File: src/rtl/conv_mac_stream.sv
// Streaming signed KxK multiply-accumulate engine: an input FIFO feeds A/B pairs to an FSM that packs CHANNELS window sums per output beat.
// Define CONV_MAC_SAT_EN to saturate each lane to the signed OUT_W range; otherwise lanes wrap.
module conv_mac_stream #(
    parameter int DATA_W     = 16,
    parameter int TAPS       = 9,
    parameter int CHANNELS   = 2,
    parameter int FIFO_DEPTH = 16,
    parameter int OUT_W      = 2 * DATA_W
) (
    input  logic                          Clk,
    input  logic                          Rst,
    input  logic                          start,
    input  logic                          clear,
    input  logic                          in_valid,
    output logic                          in_ready,
    input  logic [DATA_W-1:0]             in_data,
    output logic                          out_valid,
    input  logic                          out_ready,
    output logic [CHANNELS*OUT_W-1:0]     out_data,
    output logic                          busy,
    output logic                          full,
    output logic                          empty,
    output logic [$clog2(FIFO_DEPTH):0]   fifo_count
);

    localparam int ACC_W = 2 * DATA_W + $clog2(TAPS) + 1;
    localparam int PTR_W = $clog2(FIFO_DEPTH);
    localparam int CNT_W = PTR_W + 1;
    localparam int TAP_W = (TAPS > 1) ? $clog2(TAPS) : 1;
    localparam int CH_W  = (CHANNELS > 1) ? $clog2(CHANNELS) : 1;

    localparam logic [TAP_W-1:0] TAP_LAST = TAP_W'(TAPS - 1);
    localparam logic [CH_W-1:0]  CH_LAST  = CH_W'(CHANNELS - 1);

    localparam logic [2:0] S_IDLE     = 3'd0;
    localparam logic [2:0] S_LOAD_A   = 3'd1;
    localparam logic [2:0] S_LOAD_B   = 3'd2;
    localparam logic [2:0] S_ACCUM    = 3'd3;
    localparam logic [2:0] S_OUT_HOLD = 3'd4;

    logic [DATA_W-1:0] mem [FIFO_DEPTH];
    logic [PTR_W-1:0]  wr_ptr;
    logic [PTR_W-1:0]  rd_ptr;
    logic [CNT_W-1:0]  count_next;
    logic [DATA_W-1:0] head;
    logic              push;
    logic              pop;
    logic              pop_req;

    logic [2:0]                state;
    logic [TAP_W-1:0]          tap_cnt;
    logic [CH_W-1:0]           ch_cnt;
    logic signed [ACC_W-1:0]   acc;
    logic signed [ACC_W-1:0]   acc_sum;
    logic signed [DATA_W-1:0]  reg_a;
    logic signed [DATA_W-1:0]  reg_b;
    logic signed [2*DATA_W-1:0] product;
    logic [OUT_W-1:0]          lane_val;
    logic [OUT_W-1:0]          lane [CHANNELS];

    assign in_ready = !full;
    assign busy     = (state != S_IDLE);
    assign head     = mem[rd_ptr];
    assign pop_req  = ((state == S_LOAD_A) || (state == S_LOAD_B)) && !clear;
    assign pop      = pop_req && !empty;
    assign push     = in_valid && !full && !clear;

    always_comb begin
        count_next = fifo_count;
        if (push && !pop) begin
            count_next = fifo_count + CNT_W'(1);
        end else if (pop && !push) begin
            count_next = fifo_count - CNT_W'(1);
        end
    end

    // Flags are registered from the next count so they are valid the cycle after the push or pop.
    always_ff @(posedge Clk or negedge Rst) begin
        if (!Rst) begin
            wr_ptr     <= '0;
            rd_ptr     <= '0;
            fifo_count <= '0;
            full       <= 1'b0;
            empty      <= 1'b1;
        end else if (clear) begin
            wr_ptr     <= '0;
            rd_ptr     <= '0;
            fifo_count <= '0;
            full       <= 1'b0;
            empty      <= 1'b1;
        end else begin
            if (push) begin
                wr_ptr <= wr_ptr + PTR_W'(1);
            end
            if (pop) begin
                rd_ptr <= rd_ptr + PTR_W'(1);
            end
            fifo_count <= count_next;
            full       <= (count_next == CNT_W'(FIFO_DEPTH));
            empty      <= (count_next == '0);
        end
    end

    always_ff @(posedge Clk) begin
        if (push) begin
            mem[wr_ptr] <= in_data;
        end
    end

    assign product = reg_a * reg_b;
    assign acc_sum = acc + {{(ACC_W - 2 * DATA_W){product[2*DATA_W-1]}}, product};

`ifdef CONV_MAC_SAT_EN
    localparam logic signed [ACC_W-1:0] SAT_MAX = ACC_W'({1'b0, {(OUT_W - 1){1'b1}}});
    localparam logic signed [ACC_W-1:0] SAT_MIN = ~SAT_MAX;

    always_comb begin
        lane_val = acc_sum[OUT_W-1:0];
        if (acc_sum > SAT_MAX) begin
            lane_val = SAT_MAX[OUT_W-1:0];
        end else if (acc_sum < SAT_MIN) begin
            lane_val = SAT_MIN[OUT_W-1:0];
        end
    end
`else
    always_comb begin
        lane_val = acc_sum[OUT_W-1:0];
    end
`endif

    // The final tap's product is folded in while the lane is written, so acc restarts at zero for the next window.
    always_ff @(posedge Clk or negedge Rst) begin
        if (!Rst) begin
            state     <= S_IDLE;
            tap_cnt   <= '0;
            ch_cnt    <= '0;
            acc       <= '0;
            reg_a     <= '0;
            reg_b     <= '0;
            out_valid <= 1'b0;
            for (int k = 0; k < CHANNELS; k++) begin
                lane[k] <= '0;
            end
        end else if (clear) begin
            state     <= S_IDLE;
            tap_cnt   <= '0;
            ch_cnt    <= '0;
            acc       <= '0;
            reg_a     <= '0;
            reg_b     <= '0;
            out_valid <= 1'b0;
            for (int k = 0; k < CHANNELS; k++) begin
                lane[k] <= '0;
            end
        end else begin
            case (state)
                S_IDLE: begin
                    if (start) begin
                        state <= S_LOAD_A;
                    end
                end
                S_LOAD_A: begin
                    if (!empty) begin
                        reg_a <= head;
                        state <= S_LOAD_B;
                    end
                end
                S_LOAD_B: begin
                    if (!empty) begin
                        reg_b <= head;
                        state <= S_ACCUM;
                    end
                end
                S_ACCUM: begin
                    if (tap_cnt == TAP_LAST) begin
                        lane[ch_cnt] <= lane_val;
                        acc          <= '0;
                        tap_cnt      <= '0;
                        if (ch_cnt == CH_LAST) begin
                            out_valid <= 1'b1;
                            state     <= S_OUT_HOLD;
                        end else begin
                            ch_cnt <= ch_cnt + CH_W'(1);
                            state  <= S_LOAD_A;
                        end
                    end else begin
                        acc     <= acc_sum;
                        tap_cnt <= tap_cnt + TAP_W'(1);
                        state   <= S_LOAD_A;
                    end
                end
                S_OUT_HOLD: begin
                    if (out_ready) begin
                        out_valid <= 1'b0;
                        ch_cnt    <= '0;
                        state     <= S_LOAD_A;
                    end
                end
                default: begin
                    state <= S_IDLE;
                end
            endcase
        end
    end

    always_comb begin
        out_data = '0;
        for (int k = 0; k < CHANNELS; k++) begin
            out_data[k*OUT_W +: OUT_W] = lane[k];
        end
    end

endmodule

File: config.mk
export PLATFORM = sky130hd
export DESIGN_NAME = conv_mac_stream
export DESIGN_NICKNAME = d
export VERILOG_FILES = /design/src/rtl/conv_mac_stream.sv
export SDC_FILE = /design/constraint.sdc
export NUM_CORES = 1
export LEC_CHECK = 0
export BUFFER_PORTS_ARGS = -buffer_cell sky130_fd_sc_hd__buf_4
export CAP_MARGIN = 20
export CORE_ASPECT_RATIO = 1.75
export CORE_UTILIZATION = 65
export DETAILED_ROUTE_END_ITERATION = 10
export PLACE_DENSITY = 0.83
export SYNTH_ARGS = -nofsm -noshare
export SYNTH_HDL_FRONTEND = slang
export SYNTH_SLANG_ARGS = --single-unit
File: constraint.sdc
create_clock -name Clk -period 16.1 [get_ports Clk]
set_input_delay 0.805 -clock Clk [delete_from_list [all_inputs] [get_ports Clk]]
set_output_delay 0.805 -clock Clk [all_outputs]
set_load 0.02 [all_outputs]
==> results of run 1 <==
[per-stage QoR]
stage	setup slack (ns)	power, mW	hold WS (ns)	cell area [sq um]
finish	7.26	2.23	0.259	29900
global route	6.71	2.29	0.331	29900
CTS	7.39	2.24	0.286	29900
detailed placement	7.44	1.36	0.486	28700
global placement	7.71	1.35	0.474	28700
floorplan	8.34	1.29	0.453	27400
[final timing paths]
kind                            startpoint  slack [ns]  cells past startpoint            to
worst max-delay path              reg_b[7]        7.26                     30  out_data[60]
worst min-delay path                   Rst        0.26                      1  out_data[59]
worst max register to register    reg_b[7]        7.26                     30  out_data[60]
worst min register to register     acc[15]        0.50                      2       acc[15]
max in group asynchronous              Rst       14.25                      2     rd_ptr[0]
min in group Clk                   acc[15]        0.50                      2       acc[15]
[synth_stat cells (all sizes together), types with 4 or more instances]
cell / instances
clkbuf: 98
o21a: 19
fa: 263
a21o: 22
a211oi: 13
nor3: 22
o21bai: 5
o211ai: 6
mux4: 80
xor2: 21
buf: 11
inv: 314
nand2: 341
nor2: 80
a22o: 23
dfrtp: 151
o21ai: 53
a21boi: 4
nand3: 19
a31oi: 6
a21oi: 132
and3: 10
nor4: 4
ha: 122
nor2b: 12
xnor2: 48
or4: 4
edfxtp: 256
or2: 4
o31ai: 6
nand2b: 18
nand4: 9
and2: 127
or3: 6
[cell type report]
| class | instances | area share (%) |
|---|---|---|
| inverter | 314 | 3.94 |
| sequential | 408 | 38.4 |
| tap | 555 | 2.32 |
| timing repair buffer | 123 | 3.23 |
| multi-input combinational | 1516 | 48.0 |
| clock inverter | 25 | 0.832 |
| clock buffer | 42 | 3.22 |
[power by group]
part           internal, mW  total [mW]  switching [mW]
Sequential             1.13        1.16          0.0353
Combinational        0.0751       0.181           0.106
Clock                 0.464       0.884           0.421
Total                  1.67        2.23           0.562
[metal layers]
layer	track usage, %	vias to the layer above	share of wire [%]
met5	0	-	0
met4	26.4	0	8.8
met3	3.99	357	5.4
met2	62.7	821	54
met1	36.8	9290	32
li1	-	7935	-
[worst max-delay path, delay by kind of cell (launching register included)]
family / cells / cell delay [ns]
AO/OA/AOI/OAI: 10 / 3.10
XOR/XNOR: 1 / 0.21
adder cells (fa/ha/maj): 8 / 3.71
buffers and inverters: 5 / 0.27
flip-flops: 1 / 0.73
AND/OR/NAND/NOR: 6 / 0.70
[sequential cells by signal, summed over array words and instances (netlist names), 4 cells and up]
signal and count:
out_data 64, fifo_count 5, mem 256, acc 32, tap_cnt 4, reg_b 16, rd_ptr 4, wr_ptr 4
reg_a 16
[cells by family after synthesis]
group	share of synthesized area, %
AND/OR/NAND/NOR	11.3
AO/OA/AOI/OAI	7.24
buffers and inverters	5.83
adder cells (fa/ha/maj)	24.8
flip-flops	41.9
multiplexers	6.69
XOR/XNOR	2.20
==> reports/metrics.yaml, run 1 <==
syn_area_per_cell_sq_um: 11.7
fmax_mhz: 113
startpoint_type: "flop"
wirelength_um: 70700
diodes: 0
yosysUniqueCellTypes: 70
synth_ff_type: "edfxtp_1"
power.density_mw_per_mm2: 74.4
port_buffers: 95
maxSlewHeadroom_pct: 25.9
final-hold-violation-count: 0
routabilityCongestion: 0.904
postRouteAntennaNets: 0
drcViolationCount: 0
hold_class: "in2async"
yosysSeqAreaShare_pct: 41.9
grt_max_degree: 82
ys_seq_elements: 408
synth_area_leaders: "edfxtp_1 28%, fa_1 19%, dfrtp_1 14%"
finClkSkew_ns: 0.0345
clockBufferDepth: 3
viasPerCell: 6.17
power.leakage_nw: 13.0
dp.cells: 2914
grtUsageTotal_pct: 34.8
htreeDepth: 2
core_sq_mm: 0.0416
synth.cell_area_sq_mm: 0.0274
cts_resized: 0
num_vias: 18403
drtIter0Drc: 1300
placementRows: 99
cts_hold_buffers: 0
instances_no_fill: 2983
rsz0062_at_grt: "false"
grt.overflow.total: 0
start_util_pct: 65.9
critical-path-slowest-cell: "a211oi_1"
ff_latch_area_sq_mm: 0.0115
worst_ir_drop_vdd_uv: 173
cts_setup_buffers: 0
cts_sinks: 408
boundaryPins: 96
final-setup-viol-count: 0
cp.required_ns: 16.51
drv_cap: 0
die_y_um: 274
fill_cells: 2815
fin_util_pct: 71.9
cp-end-kind: "flop"
final_cell_mix: "341 x nand2_1, 314 x inv_1, 263 x fa_1"
dieArea_sq_mm: 0.0430
multi_input_area_sq_mm: 0.0144
fin_crit_sh_pct: 54.9
dp_hpwl_um: 49600
synth_top_area_cell: "edfxtp_1"
crit_path_frequent_cell: "fa_1"
critical_path.max_fanout: 17
yosys_warnings: 0
fin_nets: 2807
max_stage_delay_ns: 0.76
synthArstFlopShare_pct: 37.3
postSynthCellCount: 2347
synthesis.nets: 2754
avgRoutedWirePerCell_um: 23.7
synth_edf_count: 256
area_growth_pct: 9.13
slew_violations: 0
criticalPathCategory: "reg2reg"
insertion_delay_ns: 0.57
crit_arrival_ns: 9.25
cts_buffers: 37
setup_tns_ns: 0
chipWidth_um: 157
status: "finished, final reports clean"
path_clk_slew_ns: 0.07
period_minus_slack_ns: 8.84
cts_root_buffer: "clkbuf_16"
drive_above_1_share_pct: 12.1
yosysTopAreaCellShare_pct: 28.0
grt_antenna_before_repair: 0
grt_pass1_vias: 19830
grt_pass1_wl_um: 109000
cts_tree: "yes"
layout_commonest_cell: "nand2_1"
dr.pass1.iters: 5
worst_pin_slew_ns: 1.11
Note: power is estimated with default switching activity, not from simulation.
==> inputs of run 2 (changes only) <==
--- a/config.mk
+++ b/config.mk
@@ -8,9 +8,9 @@
 export BUFFER_PORTS_ARGS = -buffer_cell sky130_fd_sc_hd__buf_4
 export CAP_MARGIN = 20
 export CORE_ASPECT_RATIO = 1.75
-export CORE_UTILIZATION = 65
+export CORE_UTILIZATION = 64
 export DETAILED_ROUTE_END_ITERATION = 10
-export PLACE_DENSITY = 0.83
+export PLACE_DENSITY = 0.82
 export SYNTH_ARGS = -nofsm -noshare
 export SYNTH_HDL_FRONTEND = slang
 export SYNTH_SLANG_ARGS = --single-unit
==> constraint.sdc (replaced) <==
create_clock -name Clk -period 8.17 [get_ports Clk]
set_input_delay 0.4085 -clock Clk [delete_from_list [all_inputs] [get_ports Clk]]
set_output_delay 0.4085 -clock Clk [all_outputs]
set_load 0.02 [all_outputs]
==> run 2 against run 1 <==
  * Clock-buffer cell count grew 8
  * Critical path depth up 1
  * Largest power group unchanged
  * Total power is 110% higher
  * Combinational power grew 120%
  * Cell count grew 2.1%
  * Largest cell class unchanged
  * Sequential share of layout area down 0.81 points
==> reports/metrics.yaml, run 2 (synthesis gave the netlist of run 1 again) <==
pre_cts_ws_ns: 0.0361  # -7.40 ns
setup_tns_ns: 0  # unchanged
drcViolationCount: 0  # unchanged
grtUsageTotal_pct: 35.3  # +0.52 points
fin_crit_sh_pct: 96.5  # +42 points
fmax_mhz: 127  # +12%
grt_antenna_before_repair: 0  # unchanged
worst_pin_slew_ns: 1.11  # -0.000922 ns
worst_ir_drop_vdd_uv: 322  # +86%
cts_buffers: 38  # +2.7%
final-setup-viol-count: 0  # unchanged
start_util_pct: 64.6  # -1.2 points
boundaryPins: 96  # unchanged
dp.cells: 2954  # +1.4%
layout_commonest_cell: "nand2_1"
crit_path_frequent_cell: "fa_1"
cts_root_buffer: "clkbuf_16"
insertion_delay_ns: 0.56  # about the same
avgRoutedWirePerCell_um: 24.2  # +2.2%
criticalPathCategory: "reg2reg"
holdWs_ns: 0.138  # -0.121 ns
final-hold-violation-count: 0  # unchanged
cp.required_ns: 8.65  # -7.86 ns
largest_register: "mem"
num_vias: 19032  # +3.4%
period_minus_slack_ns: 7.89  # -0.950 ns
wirelength_um: 73800  # +4.4%
critical_path.max_fanout: 10  # -7
clockBufferDepth: 3  # unchanged
slew_violations: 0  # unchanged
hold_class: "in2reg"
drv_cap: 0  # unchanged
core_sq_mm: 0.0424  # +1.9%
dp_hpwl_um: 50000  # +0.79%
dr.pass1.iters: 5  # unchanged
grt_pass1_vias: 20544  # +3.6%
htreeDepth: 2  # unchanged
critical-path-slowest-cell: "fa_1"
path_clk_slew_ns: 0.07  # about the same
routabilityCongestion: 0.939  # +3.8%
crit_arrival_ns: 8.37  # -0.88 ns
drive_above_1_share_pct: 15.5  # +3.4 points
dieArea_sq_mm: 0.0437  # +1.5%
finClkSkew_ns: 0.0217  # -0.0128 ns
cts_tree: "yes"
cts_sinks: 408  # unchanged
final_cell_mix: "341 x nand2_1, 314 x inv_1, 262 x fa_1"
power.leakage_nw: 13.3  # +2.6%
grt.overflow.total: 0  # unchanged
viasPerCell: 6.25  # +1.3%
startpoint_type: "flop"
power.density_mw_per_mm2: 151  # +100%
diodes: 0  # unchanged
grt_max_degree: 83  # +1.2%
area_growth_pct: 11.8
maxSlewHeadroom_pct: 25.7  # -0.18 points
largest_reg_flops: 256  # unchanged
max_stage_delay_ns: 0.54  # -0.22 ns
port_buffers: 95  # unchanged
postRouteAntennaNets: 0  # unchanged
cp-end-kind: "flop"
worst_slack_ns: 0.283  # -6.98 ns
status: "finished, final reports clean"
placementRows: 100  # +1.0%
drtIter0Drc: 1549  # +19%
chipWidth_um: 158  # +0.77%
die_y_um: 276  # +0.77%
fin_nets: 2862  # +2.0%
instances_no_fill: 3046  # +2.1%
grt_pass1_wl_um: 112000  # +2.4%
-- run 2: cell count changes in the layout (fill, tap and decap cells not counted), sizes merged --
| cell | change |
|---|---|
| dlygate4sd3 | +1 |
| clkinv | -7 |
| clkinvlp | -3 |
| buf | +52 |
| clkbuf | +9 |
| bufinv | +5 |
-- run 2: timing repair --
| action | in CTS | in global routing |
|---|---|---|
| endpoints found under the hold margin | 69 | 0 |
| endpoints found under the setup margin | 0 | 29 |
| resized for setup | 0 | 47 |
| hold buffers | 1 | 0 |
| buffers inserted | 0 | 19 |
-- run 2: worst paths after layout --
kind                                  from             to  slack, ns  cells past startpoint
worst max register to register    reg_a[5]   out_data[30]       0.28                     31
worst min-delay path            in_data[0]      mem[4][0]       0.14                      1
worst max-delay path              reg_a[5]   out_data[30]       0.28                     31
min in group asynchronous              Rst  fifo_count[4]       0.42                      2
max in group asynchronous              Rst        acc[15]       6.67                      4
worst min register to register     acc[12]        acc[12]       0.49                      2
-- run 2: stage by stage --
| stage | instance area [sq um] | utilization, % | power (mW) |
|---|---|---|---|
| floorplan | 27400 | - | 2.54 |
| global placement | 28900 | 68.2 | 2.68 |
| detailed placement | 28900 | 68.2 | 2.69 |
| CTS | 30300 | 71.4 | 4.62 |
| global route | 30600 | 72.3 | 4.74 |
| finish | 30600 | 72.3 | 4.64 |
-- run 2: power by group --
part | internal [mW] | switching (mW)
combinational | 0.167 | 0.240
clock | 1.13 | 0.823
sequential | 2.22 | 0.0486
-- run 2: critical path, delay by kind of cell (launching register included) --
kind / cells / cell delay, ns
fa+ha+maj: 8 / 3.70
compound gates: 13 / 2.26
simple gates: 4 / 0.49
flops: 1 / 0.47
buf+inv: 4 / 0.47
mux: 1 / 0.27
xor+xnor: 1 / 0.16
-- run 2: cell type report --
class,instances,area (sq um)
multi-input cells,1516,14500
fillers,2638,11800
flip-flops and latches,408,11500
repair buffers,177,1400
inverters,314,1180
clock buffers,50,1080
well taps,561,702
clock inverters,20,282
-- run 2: per-layer routing --
metal / track usage (%) / part of all wire (%)
met1: 37.1 / 30
met2: 62.4 / 53
met3: 5.81 / 7.2
met4: 27.3 / 9.0
met5: 0 / 0
